## src/rtl/jtkiwi_vtgen.sv

```systemverilog
// jtkiwi_vtgen -- parametrised video timing generator.
//
// Produces the pixel/line counters and the blanking/sync flags used by the
// gfx and colmix blocks. The geometry comes from parameters. H/V sync can be
// nudged at run time by small signed offsets, which are sampled only at the
// frame boundary so that a frame never sees a half-applied shift.
//
// Ports
//   clk, rst            system clock, asynchronous active-high reset
//   pxl_cen             pixel clock enable; nothing moves while it is low
//   hoffset, voffset    signed HS (pixels) / VS (lines) shifts, -8..+7
//   hdump, vdump        current pixel / line
//   vrender             vdump + RLEAD wrapped into the vdump range
//   LHBL, LVBL          low during horizontal / vertical blank
//   HS, VS              active-high syncs; VS edges coincide with HS rises
//   Hinit, Vinit        last pixel of the line / of the frame
//   frame_cnt           completed-frame count, wraps
module jtkiwi_vtgen #(
   parameter int W        = 9,
   parameter int H_TOTAL  = 384,
   parameter int HB_START = 256,
   parameter int HB_END   = 0,
   parameter int HS_START = 296,
   parameter int HS_LEN   = 32,
   parameter int V_START  = 16,
   parameter int V_TOTAL  = 264,
   parameter int VB_START = 240,
   parameter int VB_END   = 16,
   parameter int VS_START = 255,
   parameter int VS_LEN   = 3,
   parameter int RLEAD    = 1,
   parameter int FCNT_W   = 8
)(
   input  logic              clk,
   input  logic              rst,
   input  logic              pxl_cen,
   input  logic signed [3:0] hoffset,
   input  logic signed [3:0] voffset,
   output logic [W-1:0]      hdump,
   output logic [W-1:0]      vdump,
   output logic [W-1:0]      vrender,
   output logic              LHBL,
   output logic              LVBL,
   output logic              HS,
   output logic              VS,
   output logic              Hinit,
   output logic              Vinit,
   output logic [FCNT_W-1:0] frame_cnt
);

   // Two guard bits so sums/differences of positions and offsets never overflow.
   localparam int XW = W + 2;
   typedef logic signed [XW-1:0] sx_t;

   localparam logic [W-1:0] H_LAST  = W'(H_TOTAL - 1);
   localparam logic [W-1:0] V_FIRST = W'(V_START);
   localparam logic [W-1:0] V_LAST  = W'(V_START + V_TOTAL - 1);
   localparam logic [W-1:0] RL_W    = W'(RLEAD);
   localparam logic [W-1:0] VT_W    = W'(V_TOTAL);

   localparam sx_t ZERO_X  = sx_t'(0);
   localparam sx_t ONE_X   = sx_t'(1);
   localparam sx_t HT_X    = sx_t'(H_TOTAL);
   localparam sx_t HBS_X   = sx_t'(HB_START);
   localparam sx_t HBE_X   = sx_t'(HB_END);
   localparam sx_t HSS_X   = sx_t'(HS_START);
   localparam sx_t HSL_X   = sx_t'(HS_LEN);
   localparam sx_t VST_X   = sx_t'(V_START);
   localparam sx_t VT_X    = sx_t'(V_TOTAL);
   localparam sx_t VLAST_X = sx_t'(V_START + V_TOTAL - 1);
   localparam sx_t VBS_X   = sx_t'(VB_START);
   localparam sx_t VBE_X   = sx_t'(VB_END);
   localparam sx_t VSS_X   = sx_t'(VS_START);
   localparam sx_t VSL_X   = sx_t'(VS_LEN);
   localparam sx_t RL_X    = sx_t'(RLEAD);

   localparam int           VR_SUM = V_START + RLEAD;
   localparam logic [W-1:0] VR_RST = W'((VR_SUM > V_START + V_TOTAL - 1) ?
                                        VR_SUM - V_TOTAL : VR_SUM);

   // Bring x back into [lo, lo+span); x is never more than one span away.
   function automatic sx_t wrap_span(input sx_t x, input sx_t lo, input sx_t span);
      sx_t r;
      r = x;
      if (r < lo)             r = r + span;
      else if (r >= lo + span) r = r - span;
      return r;
   endfunction

   // Membership of the half-open window [s, e), which wraps when e < s.
   function automatic logic in_window(input sx_t x, input sx_t s, input sx_t e);
      if (s <= e) return (x >= s) && (x < e);
      else        return (x >= s) || (x < e);
   endfunction

   function automatic sx_t sext4(input logic signed [3:0] o);
      return {{(XW-4){o[3]}}, o};
   endfunction

   sx_t          hoff_l, voff_l, hoff_nxt, voff_nxt;
   sx_t          h_x, v_x, hs_s, vs_s, hd, vd;
   logic [W-1:0] h_nxt, v_nxt, vr_nxt;
   logic         lhbl_nxt, lvbl_nxt, hs_nxt, vs_nxt, hinit_nxt, vinit_nxt;

   // Next-state counters and the flags that describe them, so every flag
   // lands in the same cycle as the position it belongs to.
   always_comb begin
      h_nxt = (hdump == H_LAST) ? '0 : hdump + W'(1);
      v_nxt = vdump;
      if (hdump == H_LAST)
         v_nxt = (vdump == V_LAST) ? V_FIRST : vdump + W'(1);

      // Offsets switch on the edge leaving the last frame pixel; that edge
      // already computes the first pixel of the new frame, so it must see them.
      hoff_nxt = Vinit ? sext4(hoffset) : hoff_l;
      voff_nxt = Vinit ? sext4(voffset) : voff_l;

      h_x  = {2'b00, h_nxt};
      v_x  = {2'b00, v_nxt};
      hs_s = wrap_span(HSS_X + hoff_nxt, ZERO_X, HT_X);
      vs_s = wrap_span(VSS_X + voff_nxt, VST_X, VT_X);

      // Distance past the effective sync start, modulo the line / frame.
      hd = h_x - hs_s;
      if (hd[XW-1]) hd = hd + HT_X;
      vd = v_x - vs_s;
      if (vd[XW-1]) vd = vd + VT_X;

      hs_nxt = hd < HSL_X;
      // VS spans from (vs_s, hs_s) up to but excluding (vs_s+VS_LEN, hs_s).
      vs_nxt = ((vd < VSL_X) && (h_x >= hs_s)) ||
               ((vd >= ONE_X) && (vd <= VSL_X) && (h_x < hs_s));

      vr_nxt = v_nxt + RL_W;
      if (v_x + RL_X > VLAST_X) vr_nxt = vr_nxt - VT_W;

      lhbl_nxt  = !in_window(h_x, HBS_X, HBE_X);
      lvbl_nxt  = !in_window(v_x, VBS_X, VBE_X);
      hinit_nxt = (h_nxt == H_LAST);
      vinit_nxt = hinit_nxt && (v_nxt == V_LAST);
   end

   always_ff @(posedge clk or posedge rst) begin
      if (rst) begin
         hdump     <= '0;
         vdump     <= V_FIRST;
         vrender   <= VR_RST;
         LHBL      <= 1'b0;
         LVBL      <= 1'b0;
         HS        <= 1'b0;
         VS        <= 1'b0;
         Hinit     <= 1'b0;
         Vinit     <= 1'b0;
         frame_cnt <= '0;
         hoff_l    <= '0;
         voff_l    <= '0;
      end else if (pxl_cen) begin
         hdump   <= h_nxt;
         vdump   <= v_nxt;
         vrender <= vr_nxt;
         LHBL    <= lhbl_nxt;
         LVBL    <= lvbl_nxt;
         HS      <= hs_nxt;
         VS      <= vs_nxt;
         Hinit   <= hinit_nxt;
         Vinit   <= vinit_nxt;
         hoff_l  <= hoff_nxt;
         voff_l  <= voff_nxt;
         if (Vinit) frame_cnt <= frame_cnt + FCNT_W'(1);
      end
   end

endmodule
```

## config.mk

```make
export PLATFORM = sky130hd
export DESIGN_NAME = jtkiwi_vtgen
export DESIGN_NICKNAME = d
export VERILOG_FILES = /design/src/rtl/jtkiwi_vtgen.sv
export SDC_FILE = /design/constraint.sdc
export NUM_CORES = 1
export LEC_CHECK = 0
export CELL_PAD_IN_SITES_DETAIL_PLACEMENT = 0
export CELL_PAD_IN_SITES_GLOBAL_PLACEMENT = 1
export CORE_AREA = 5 5 81 158
export CTS_BUF_LIST = sky130_fd_sc_hd__clkbuf_4
export CTS_CLUSTER_DIAMETER = 30
export CTS_CLUSTER_SIZE = 40
export DETAILED_ROUTE_END_ITERATION = 8
export DIE_AREA = 0 0 86 163
export PLACE_DENSITY_LB_ADDON = 0.2
export SYNTH_ARGS = -nofsm -noshare
export SYNTH_HDL_FRONTEND = slang
export SYNTH_SLANG_ARGS = --single-unit
```

## constraint.sdc

```tcl
create_clock -name clk -period 10.8 [get_ports clk]
set_clock_uncertainty 0.05 [all_clocks]
set_input_delay 1.62 -clock clk [delete_from_list [all_inputs] [get_ports clk]]
set_output_delay 1.62 -clock clk [all_outputs]
set_load 0.01 [all_outputs]
```

; ---- After elaboration in Yosys (flattened, before gate mapping)
; Cells that the tools add are included.
[word_totals]
regBits = 63
latch_bits = 0
ram_bits = 0
romBits = 0
inputBits = 11
n_memories = 0
[op_classes]
addsub = 16
n_mul = 0
n_div = 0
magnitude_cmp = 14
n_eq_ne = 4
shift = 0
muxes = 12
bitwise_logic = 0
n_reduce_logical = 9
[ops]
columns = cell, n
row1 = 11-bit two-way mux, 8
row2 = 11-bit by 10-bit adder with 11-bit output (second input constant), 4
row3 = 9-bit equality test (second input constant), 4
row4 = 9-bit two-way mux, 4
row5 = 9-bit by 1-bit adder with 9-bit output (second input constant), 3
row6 = 11-bit by 10-bit greater-or-equal comparator with 1-bit output (second input constant), 2
row7 = 10-bit by 11-bit subtractor with 11-bit output, 2
row8 = 11-bit by 10-bit subtractor with 11-bit output (second input constant), 2
row9 = 10-bit by 11-bit adder with 11-bit output (first input constant), 1
row10 = 9-bit by 11-bit adder with 11-bit output (first input constant), 1
row11 = 10-bit by 11-bit greater-or-equal comparator with 1-bit output, 1
row12 = 11-bit by 2-bit greater-or-equal comparator with 1-bit output (second input constant), 1
row13 = 11-bit by 3-bit less-or-equal comparator with 1-bit output (second input constant), 1
row14 = 10-bit by 11-bit less-than comparator with 1-bit output, 1
row15 = 11-bit by 1-bit less-than comparator with 1-bit output (second input constant), 1
row16 = 11-bit by 3-bit less-than comparator with 1-bit output (second input constant), 1
row17 = 11-bit by 6-bit less-than comparator with 1-bit output (second input constant), 1
row18 = 11-bit by 7-bit less-than comparator with 1-bit output (second input constant), 1
row19 = 9-bit by 1-bit adder with 10-bit output (second input constant), 1
row20 = 10-bit by 9-bit > comparator with 1-bit output (second input constant), 1
row21 = 9-bit by 8-bit greater-or-equal comparator with 1-bit output (second input constant), 1
row22 = 9-bit greater-or-equal comparator (second input constant), 1
row23 = 9-bit by 5-bit less-than comparator with 1-bit output (second input constant), 1
row24 = 9-bit subtractor (second input constant), 1
row25 = other kinds (5), 10

; ---- Logic depth before layout (Yosys ltp)
; Gate-level depths: netlist of the first run.
[logic_depth]
word_depth = 12
depth_mapped = 29
mapped_depth_nobuf = 25

; ---- Least setup slack after synthesis of the first run
; OpenSTA, ideal clock, no wires.
[synth_path]
kind = input to register
start = input port voffset[0]
end = register VS
setup_time_ps = 120
t_arrival_ps = 5978
required_time_ps = 10630
path_slack_ps = 4653
stages = 24
cell_sequence = mux2i_1 -> ha_1 -> or3b_1 -> and2_1 -> nor3_1 -> nor2_1 -> ha_1 -> o21a_1 -> nor2_1 -> nor2_1 -> a22oi_1 -> xnor2_1 -> ha_1 -> or2_2 -> a21oi_1 -> a31oi_1 -> a21o_1 -> a21oi_1 -> o221ai_1 -> a21boi_1 -> a211oi_2 -> a21oi_1 -> o21ai_0 -> a31o_1
[synth_between]
elab_chain_len = 12
elab_cells_between_ends = 18
cone_classes = add/sub: 5 / order compare: 5 / mux: 4 / reduce/logical: 4
[synth_rtl]
columns = item, line_no
row1 = "start, declared", 38  ; input logic signed [3:0] voffset,
row2 = 11-bit two-way mux *, 116  ; voff_nxt = Vinit ? sext4(voffset) : voff_l;
row3 = 9-bit by 11-bit adder with 11-bit output *, 121  ; vs_s = wrap_span(VSS_X + voff_nxt, VST_X, VT_X);
row4 = 11-bit by 10-bit subtractor with 11-bit output / 11-bit by 10-bit greater-or-equal comparator with 1-bit output (equally long branches), 86  ; else if (r >= lo + span) r = r - span;
row5 = 11-bit two-way mux, 86
row6 = 11-bit two-way mux *, 85  ; if (r < lo) r = r + span;
row7 = 10-bit by 11-bit subtractor with 11-bit output *, 126  ; vd = v_x - vs_s;
row8 = 11-bit by 10-bit adder with 11-bit output, 127  ; if (vd[XW-1]) vd = vd + VT_X;
row9 = 11-bit two-way mux *, 127
row10 = 11-bit by 2-bit greater-or-equal comparator with 1-bit output / 11-bit by 3-bit less-or-equal comparator with 1-bit output (equally long branches), 132  ; ((vd >= ONE_X) && (vd <= VSL_X) && (h_x < hs_s));
row11 = 1-bit logical AND (2 in series), 132
row12 = 1-bit logical OR *, 131  ; vs_nxt = ((vd < VSL_X) && (h_x >= hs_s)) ||
row13 = "end signal, assigned", 164  ; VS <= vs_nxt;
row14 = "end, declared", 45  ; output logic VS,
; Mark *: on every way between the ends. The rest lies on a longest branch, timed or not.
; A chain may end at the register's enable or synchronous reset.

; ---- Final worst setup path of the first run
; Same ends and word-level chain as after synthesis.

==> results of run 1 <==
-- flip-flops by register name (all words and copies together), names as in the netlist --
signal / cells
vdump: 9
frame_cnt: 8
hdump: 9
vrender: 9
LVBL: 1
LHBL: 1
Vinit: 1
VS: 1
HS: 1
hoff_l: 11
Hinit: 1
voff_l: 11
-- cell usage in the layout, fill, tap and decap left out, types with 9 or more instances in the layout --
master,count
mux2_2,18
and3_1,15
inv_1,31
mux2i_1,13
xor2_1,25
ha_1,34
nand3_1,22
dfrtp_1,60
o21ai_0,24
nand2_1,44
nand4_1,18
a21o_1,18
a21oi_1,33
clkbuf_4,9
nor3b_1,11
xnor2_1,38
clkdlybuf4s50_1,50
nor3_1,21
nor2_1,49
-- worst max-delay path, cell delays in order --
cell and delay [ns]:
clkdlybuf4s50_1 0.47, mux2i_1 0.24, ha_1 0.27, or3b_1 0.40, and2_1 0.18, nor3_1 0.18, nor2_1 0.10, ha_1 0.25
o21a_1 0.19, nor2_1 0.12, nor2_1 0.10, o21ai_0 0.19, nor2_1 0.05, a21oi_1 0.15, ha_1 0.30, and3_1 0.18
a21oi_1 0.16, a31oi_1 0.16, a21o_1 0.21, a21oi_1 0.52, nor2b_1 0.21, nand4_1 0.10, o211ai_1 0.20, nor3_1 0.09
o32ai_1 0.26, a31o_1 0.18
-- metal layers --
metal  track usage  up-vias
li1              -     2358
met1         0.252     2242
met2         0.350       64
met3        0.0344       17
met4        0.0620        0
met5             0        -
-- power groups by stage --
stage	combinational, mW	clock, mW	sequential [mW]
3_3_place_gp	0.622	0	0.313
5_1_grt	0.705	0.215	0.317
4_1_cts	0.630	0.204	0.311
2_1_floorplan	0.461	0	0.314
3_5_place_dp	0.625	0	0.315
6_report	0.628	0.196	0.311
-- final timing paths --
path                               from           end  slack [ns]  cells past startpoint
min reg2reg                frame_cnt[7]  frame_cnt[7]        0.44                      1
min                        frame_cnt[7]  frame_cnt[7]        0.44                      1
max in group asynchronous           rst  frame_cnt[0]        8.47                      3
min in group asynchronous           rst      vdump[6]        1.68                      3
max reg2reg                       Vinit            VS        4.88                     26
max                          voffset[0]            VS        4.05                     26
-- area by class of cell --
class | count | area share
antenna | 1 | 0.000402
clock buffer | 9 | 0.0109
clock inverter | 7 | 0.0155
inverter | 33 | 0.0199
multi-input combinational | 505 | 0.585
sequential | 63 | 0.254
tap | 145 | 0.0292
timing repair buffer | 54 | 0.0849
-- kinds of logic (layout without fill, tap and decap cells) --
kind of cell | Yosys count | after routing | synth area share
buf+inv | 57 | 103 | 0.0425
xor+xnor | 64 | 64 | 0.104
mux | 33 | 33 | 0.0656
fa+ha+maj | 36 | 36 | 0.0835
compound gates | 132 | 132 | 0.174
simple gates | 240 | 240 | 0.240
other cells | 0 | 1 | 0
flops | 63 | 63 | 0.290
==> summary.md, run 1 <==
| Metric | Value |
|---|---|
| Highest routed layer | met4 |
| CP Launch Type | input port |
| Share of layout cells above drive strength 1 | 0.0999 |
| Hold crit path type | flop to flop |
| Worst-path clk slew | 0.12 ns |
| Count leader, synth | dfrtp_1 |
| Clock sink count | 63 |
| Reg area | 0.00158 mm^2 |
| Worst endpoint data arrival time | 7.08 ns |
| Crit Path Category | input port to flop |
| Root buffer cell | clkbuf_4 |
| Number of global-route vias before repair | 4,560 |
| Ys async rst share | 1.00 |
| Chip Height | 163 um |
| First-pass GRT wire length | 22,600 um |
| Synth Register Bits | 63 |
| Pwr Density | 182 mW/mm^2 |
| Area growth, synth to finish | 14.1% |
| Sw Ratio | 0.431 |
| Drt pass-1 iters | 4 |
| Crit-path max FO | 9 |
| CTS H-Tree Depth | 3 |
| Total power | 1.13 mW |
| Worst hold margin | 0.436 ns |
| Post-Place Cells | 800 |
| HPWL Detailed | 10,100 um |
| Flop pwr share | 0.274 |
| DP Area | 0.00605 mm^2 |
| Final setup viols | 0 |
| Ys flop type | dfrtp_1 |
| Total GRT Usage | 0.202 |
| Count of cell types in the netlist | 84 |
| Area of the multi-input gates | 0.00364 mm^2 |
| Post-CTS Setup Bufs | 0 |
| Cell area after layout | 0.00622 mm^2 |
| Worst setup EP type | flop |
| Worst-Skew Late Latency | 0.43 ns |
| Req. time, crit path | 11.13 ns |
| Routed via count | 4,681 |
| Vias per Instance | 5.73 |
| WL met2 | 6980 um |
| Post-cts repair resize count | 0 |
| Num ports | 52 |
| Non-Filler Instances | 817 |
| Final nets | 712 |
| Port bufs | 51 |
| Post-Syn Instances | 625 |
| Maximum VDD drop | 0.0984 mV |
| LEAKAGE | 2.73 nW |
| DIE AREA | 0.0140 mm^2 |
| Detail Route Antenna Nets | 0 |
| Clk buf depth | 2 |
| Met3 wire len | 364 um |
| Status | finished, final reports clean |
| Metal-1 WL | 5950 um |
| Fin crit share | 0.625 |
| Total core area | 0.0116 mm^2 |
| Worst setup margin | 4.05 ns |
| Mapped Nets | 671 |
| Initial DRC Count | 255 |
| CTS hold repair buffers | 0 |
| Setup TNS | 0 ns |
| Syn_area_per_cell | 8.72 um^2 |
| Min Clock Period, post-route | 6.75 ns |
| Part of the Yosys area used for sequential elements | 0.290 |
| Routability congestion estimate | 0.891 |
| DRC viols | 0 |
| Synth top cells by count | 60 x dfrtp_1, 49 x nor2_1, 44 x nand2_1 |
| Internal Power | 645 uW |
| Initial antenna violation count | 1 |
| Comb power frac | 0.553 |
| TritonCTS clock tree | done |
| Largest net degree at the start of global routing | 64 |
| Top post-synthesis cells by area | dfrtp_1 28%, ha_1 7.8%, xnor2_1 6.1% |
| Yosys warnings | 0 |
| Total congestion overflow | 0 |
| Share of the synthesized area in the top cell type | 0.275 |
| Die W | 86 um |
| Slew HR | 0.455 |
| Slew @ Worst Pin | 0.818 ns |
| Slew Viols, Final | 0 |
| Hold Fails Final Rpt | 0 |
| Final core occ | 0.538 |
| Max-cap violations | 0 |
| Inserted Clock Buffers | 9 |
| Cell Rows | 56 |
| Setup WS pre-CTS | 3.65 ns |
| Layout fillers | 1,127 |
| Initial core utilization | 0.472 |
| Largest area contributor in the netlist | dfrtp_1 |
| Mean routed wirelength per cell | 16.6 um |
| Post-synth EDFFs | 0 |
| Clk pwr share | 0.173 |
| Final WL | 13,500 um |
| Mapped Area | 0.00545 mm^2 |
| RSZ-0062 raised after global routing | false |
| FMAX | 148 MHz |
| NetSw | 489 uW |
No activity file was read; power rests on OpenSTA's default activity.
==> run 2: changes to the inputs <==
--- a/config.mk
+++ b/config.mk
@@ -7,12 +7,12 @@
 export LEC_CHECK = 0
 export CELL_PAD_IN_SITES_DETAIL_PLACEMENT = 0
 export CELL_PAD_IN_SITES_GLOBAL_PLACEMENT = 1
-export CORE_AREA = 5 5 81 158
+export CORE_AREA = 5 5 83 162
 export CTS_BUF_LIST = sky130_fd_sc_hd__clkbuf_4
 export CTS_CLUSTER_DIAMETER = 30
 export CTS_CLUSTER_SIZE = 40
 export DETAILED_ROUTE_END_ITERATION = 8
-export DIE_AREA = 0 0 86 163
+export DIE_AREA = 0 0 88 167
 export PLACE_DENSITY_LB_ADDON = 0.2
 export SYNTH_ARGS = -nofsm -noshare
 export SYNTH_HDL_FRONTEND = slang
==> constraint.sdc (replaced) <==
create_clock -name clk -period 6.58 [get_ports clk]
set_clock_uncertainty 0.05 [all_clocks]
set_input_delay 0.987 -clock clk [delete_from_list [all_inputs] [get_ports clk]]
set_output_delay 0.987 -clock clk [all_outputs]
set_load 0.01 [all_outputs]
==> summary.md, run 2 (synthesis gave the netlist of run 1 again) <==
| Metric | Value |
|---|---|
| Maximum VDD drop | 0.207 mV (was 0.0984 mV) |
| Routed via count | 4,820 (was 4,681) |
| Area growth, synth to finish | 14.5% (was 14.1%) |
| Chip Height | 167 um (was 163 um) |
| First-pass GRT wire length | 23,900 um (was 22,600 um) |
| Die W | 88 um (was 86 um) |
| Final nets | 716 (was 712) |
| CP peak stage delay | 0.47 ns (was 0.52 ns) |
| Total power | 1.86 mW (was 1.13 mW) |
| FMAX | 165 MHz |
| Req. time, crit path | 6.90 ns (was 11.13 ns) |
| Max-cap violations | 0 (unchanged) |
| Total congestion overflow | 0 (unchanged) |
| Worst-path clk slew | 0.13 ns (was 0.12 ns) |
| Largest net degree at the start of global routing | 64 (unchanged) |
| Slowest CP cell | clkdlybuf4s50_1 (was a21oi_1) |
| Final setup viols | 0 (unchanged) |
| Hold Fails Final Rpt | 0 (unchanged) |
| CTS H-Tree Depth | 3 (unchanged) |
| Worst-Skew Late Latency | 0.43 ns (about the same) |
| Total GRT Usage | 0.205 (was 0.202) |
| Status | finished, final reports clean (unchanged) |
| Clock sink count | 63 (unchanged) |
| R2R Setup Slk | 0.94 ns (was 4.88 ns) |
| Vias per Instance | 5.86 (was 5.73) |
| Detail Route Antenna Nets | 0 (unchanged) |
| Most frequent cells in the layout | 60 x dfrtp_1, 50 x clkdlybuf4s50_1, 49 x nor2_1 (unchanged) |
| Worst endpoint data arrival time | 6.38 ns (was 7.08 ns) |
| Num ports | 52 (unchanged) |
| Final WL | 14,400 um (was 13,500 um) |
| TritonCTS clock tree | done (unchanged) |
| HPWL Detailed | 11,000 um (was 10,100 um) |
| Slew @ Worst Pin | 0.815 ns (was 0.818 ns) |
| Total core area | 0.0121 mm^2 (was 0.0116 mm^2) |
| Hold crit path type | flop to flop (unchanged) |
| Share of layout cells above drive strength 1 | 0.108 (was 0.0999) |
| Cell Rows | 57 (was 56) |
| Setup WS pre-CTS | 0.0650 ns (was 3.65 ns) |
| Pwr Density | 299 mW/mm^2 (was 182 mW/mm^2) |
| Fin crit share | 0.921 |
| Worst setup margin | 0.519 ns (was 4.05 ns) |
| DRC viols | 0 (unchanged) |
| Initial core utilization | 0.452 (was 0.472) |
| Reg area | 0.00158 mm^2 (unchanged) |
| Inserted Clock Buffers | 9 (unchanged) |
| Clk buf depth | 2 (unchanged) |
| Slew HR | 0.457 (was 0.455) |
| LEAKAGE | 2.75 nW (was 2.73 nW) |
| Area of the multi-input gates | 0.00365 mm^2 (was 0.00364 mm^2) |
| CTS hold repair buffers | 0 (unchanged) |
| Commonest non-fill, non-tap cell in the layout | dfrtp_1 (unchanged) |
| Drt pass-1 iters | 4 (unchanged) |
| Initial antenna violation count | 1 (unchanged) |
| Mean routed wirelength per cell | 17.5 um (was 16.6 um) |
| Root buffer cell | clkbuf_4 (unchanged) |
| Number of global-route vias before repair | 4,988 (was 4,560) |
| Biggest regs | hoff_l x11, voff_l x11 (unchanged) |
| RSZ-0062 raised after global routing | false (unchanged) |
| Worst setup EP type | flop (unchanged) |
| Crit Path Category | input port to flop (unchanged) |
| Routability congestion estimate | 0.860 (was 0.891) |
| CP Launch Type | input port (unchanged) |
| Crit-path max FO | 5 (was 9) |
| Slew Viols, Final | 0 (unchanged) |
| Layout fillers | 1,171 (was 1,127) |
| Port bufs | 51 (unchanged) |
| DIE AREA | 0.0147 mm^2 (was 0.0140 mm^2) |
| Setup TNS | 0 ns (unchanged) |
| Min Clock Period, post-route | 6.06 ns |
| Initial DRC Count | 245 (was 255) |
[run 2: changes by cell type in the layout (fill, tap and decap cells not counted), sizes merged]
cell,before,now
buf,4,8
bufinv,2,1
clkinvlp,2,0
clkinv,2,4
clkbuf,9,10
[run 2: power by group]
part           switching [mW]  internal (mW)  leakage [nW]
logic                   0.595          0.471          1.86
clock network           0.164          0.123        0.0809
registers              0.0703          0.441         0.801
total                   0.829           1.03          2.75
[run 2: critical path, delay by kind of cell]
family | cells | cell delay (ns)
mux | 1 | 0.25
fa+ha+maj | 3 | 0.83
compound gates | 13 | 2.58
simple gates | 7 | 1.15
buf+inv | 2 | 0.58
[run 2: final timing paths]
check                                  start      endpoint  depth (start not counted)
max in group asynchronous                rst      hdump[8]                          3
worst max register to register         Vinit            VS                         22
worst max-delay path              voffset[0]            VS                         26
worst min-delay path            frame_cnt[7]  frame_cnt[7]                          1
min in group asynchronous                rst  frame_cnt[6]                          3
worst min register to register  frame_cnt[7]  frame_cnt[7]                          1
[run 2: timing repair]
item,4_1_cts,5_1_grt
gates resized for setup,0,1
buffers inserted,0,0
endpoints found under the setup margin,0,1
[run 2: routing by layer]
layer / up-vias / global-route usage / routed length [um]
met3: 37 / 0.0287 / 338
met5: - / 0 / 0
li1: 2355 / - / -
met4: 0 / 0.104 / 552
met2: 101 / 0.381 / 8010
met1: 2327 / 0.215 / 5470
[run 2: per-stage QoR]
| step | area [um^2] | hold WS (ns) | instances | util |
|---|---|---|---|---|
| finish | 6240 | 0.430 | 823 | 0.518 |
| global route | 6240 | 0.462 | 823 | 0.518 |
| CTS | 6230 | 0.433 | 822 | 0.517 |
| detailed placement | 6090 | 0.411 | 806 | 0.505 |
| global placement | 6090 | 0.411 | 806 | 0.505 |
| floorplan | 5450 | 0.422 | 625 | - |
[run 2: layout make-up]
cell class / count / area share
antenna: 1 / 0.000401
multi-input combinational: 505 / 0.584
timing repair buffer: 58 / 0.0894
sequential: 63 / 0.253
inverter: 33 / 0.0198
clock inverter: 6 / 0.0112
clock buffer: 10 / 0.0120
tap: 147 / 0.0295
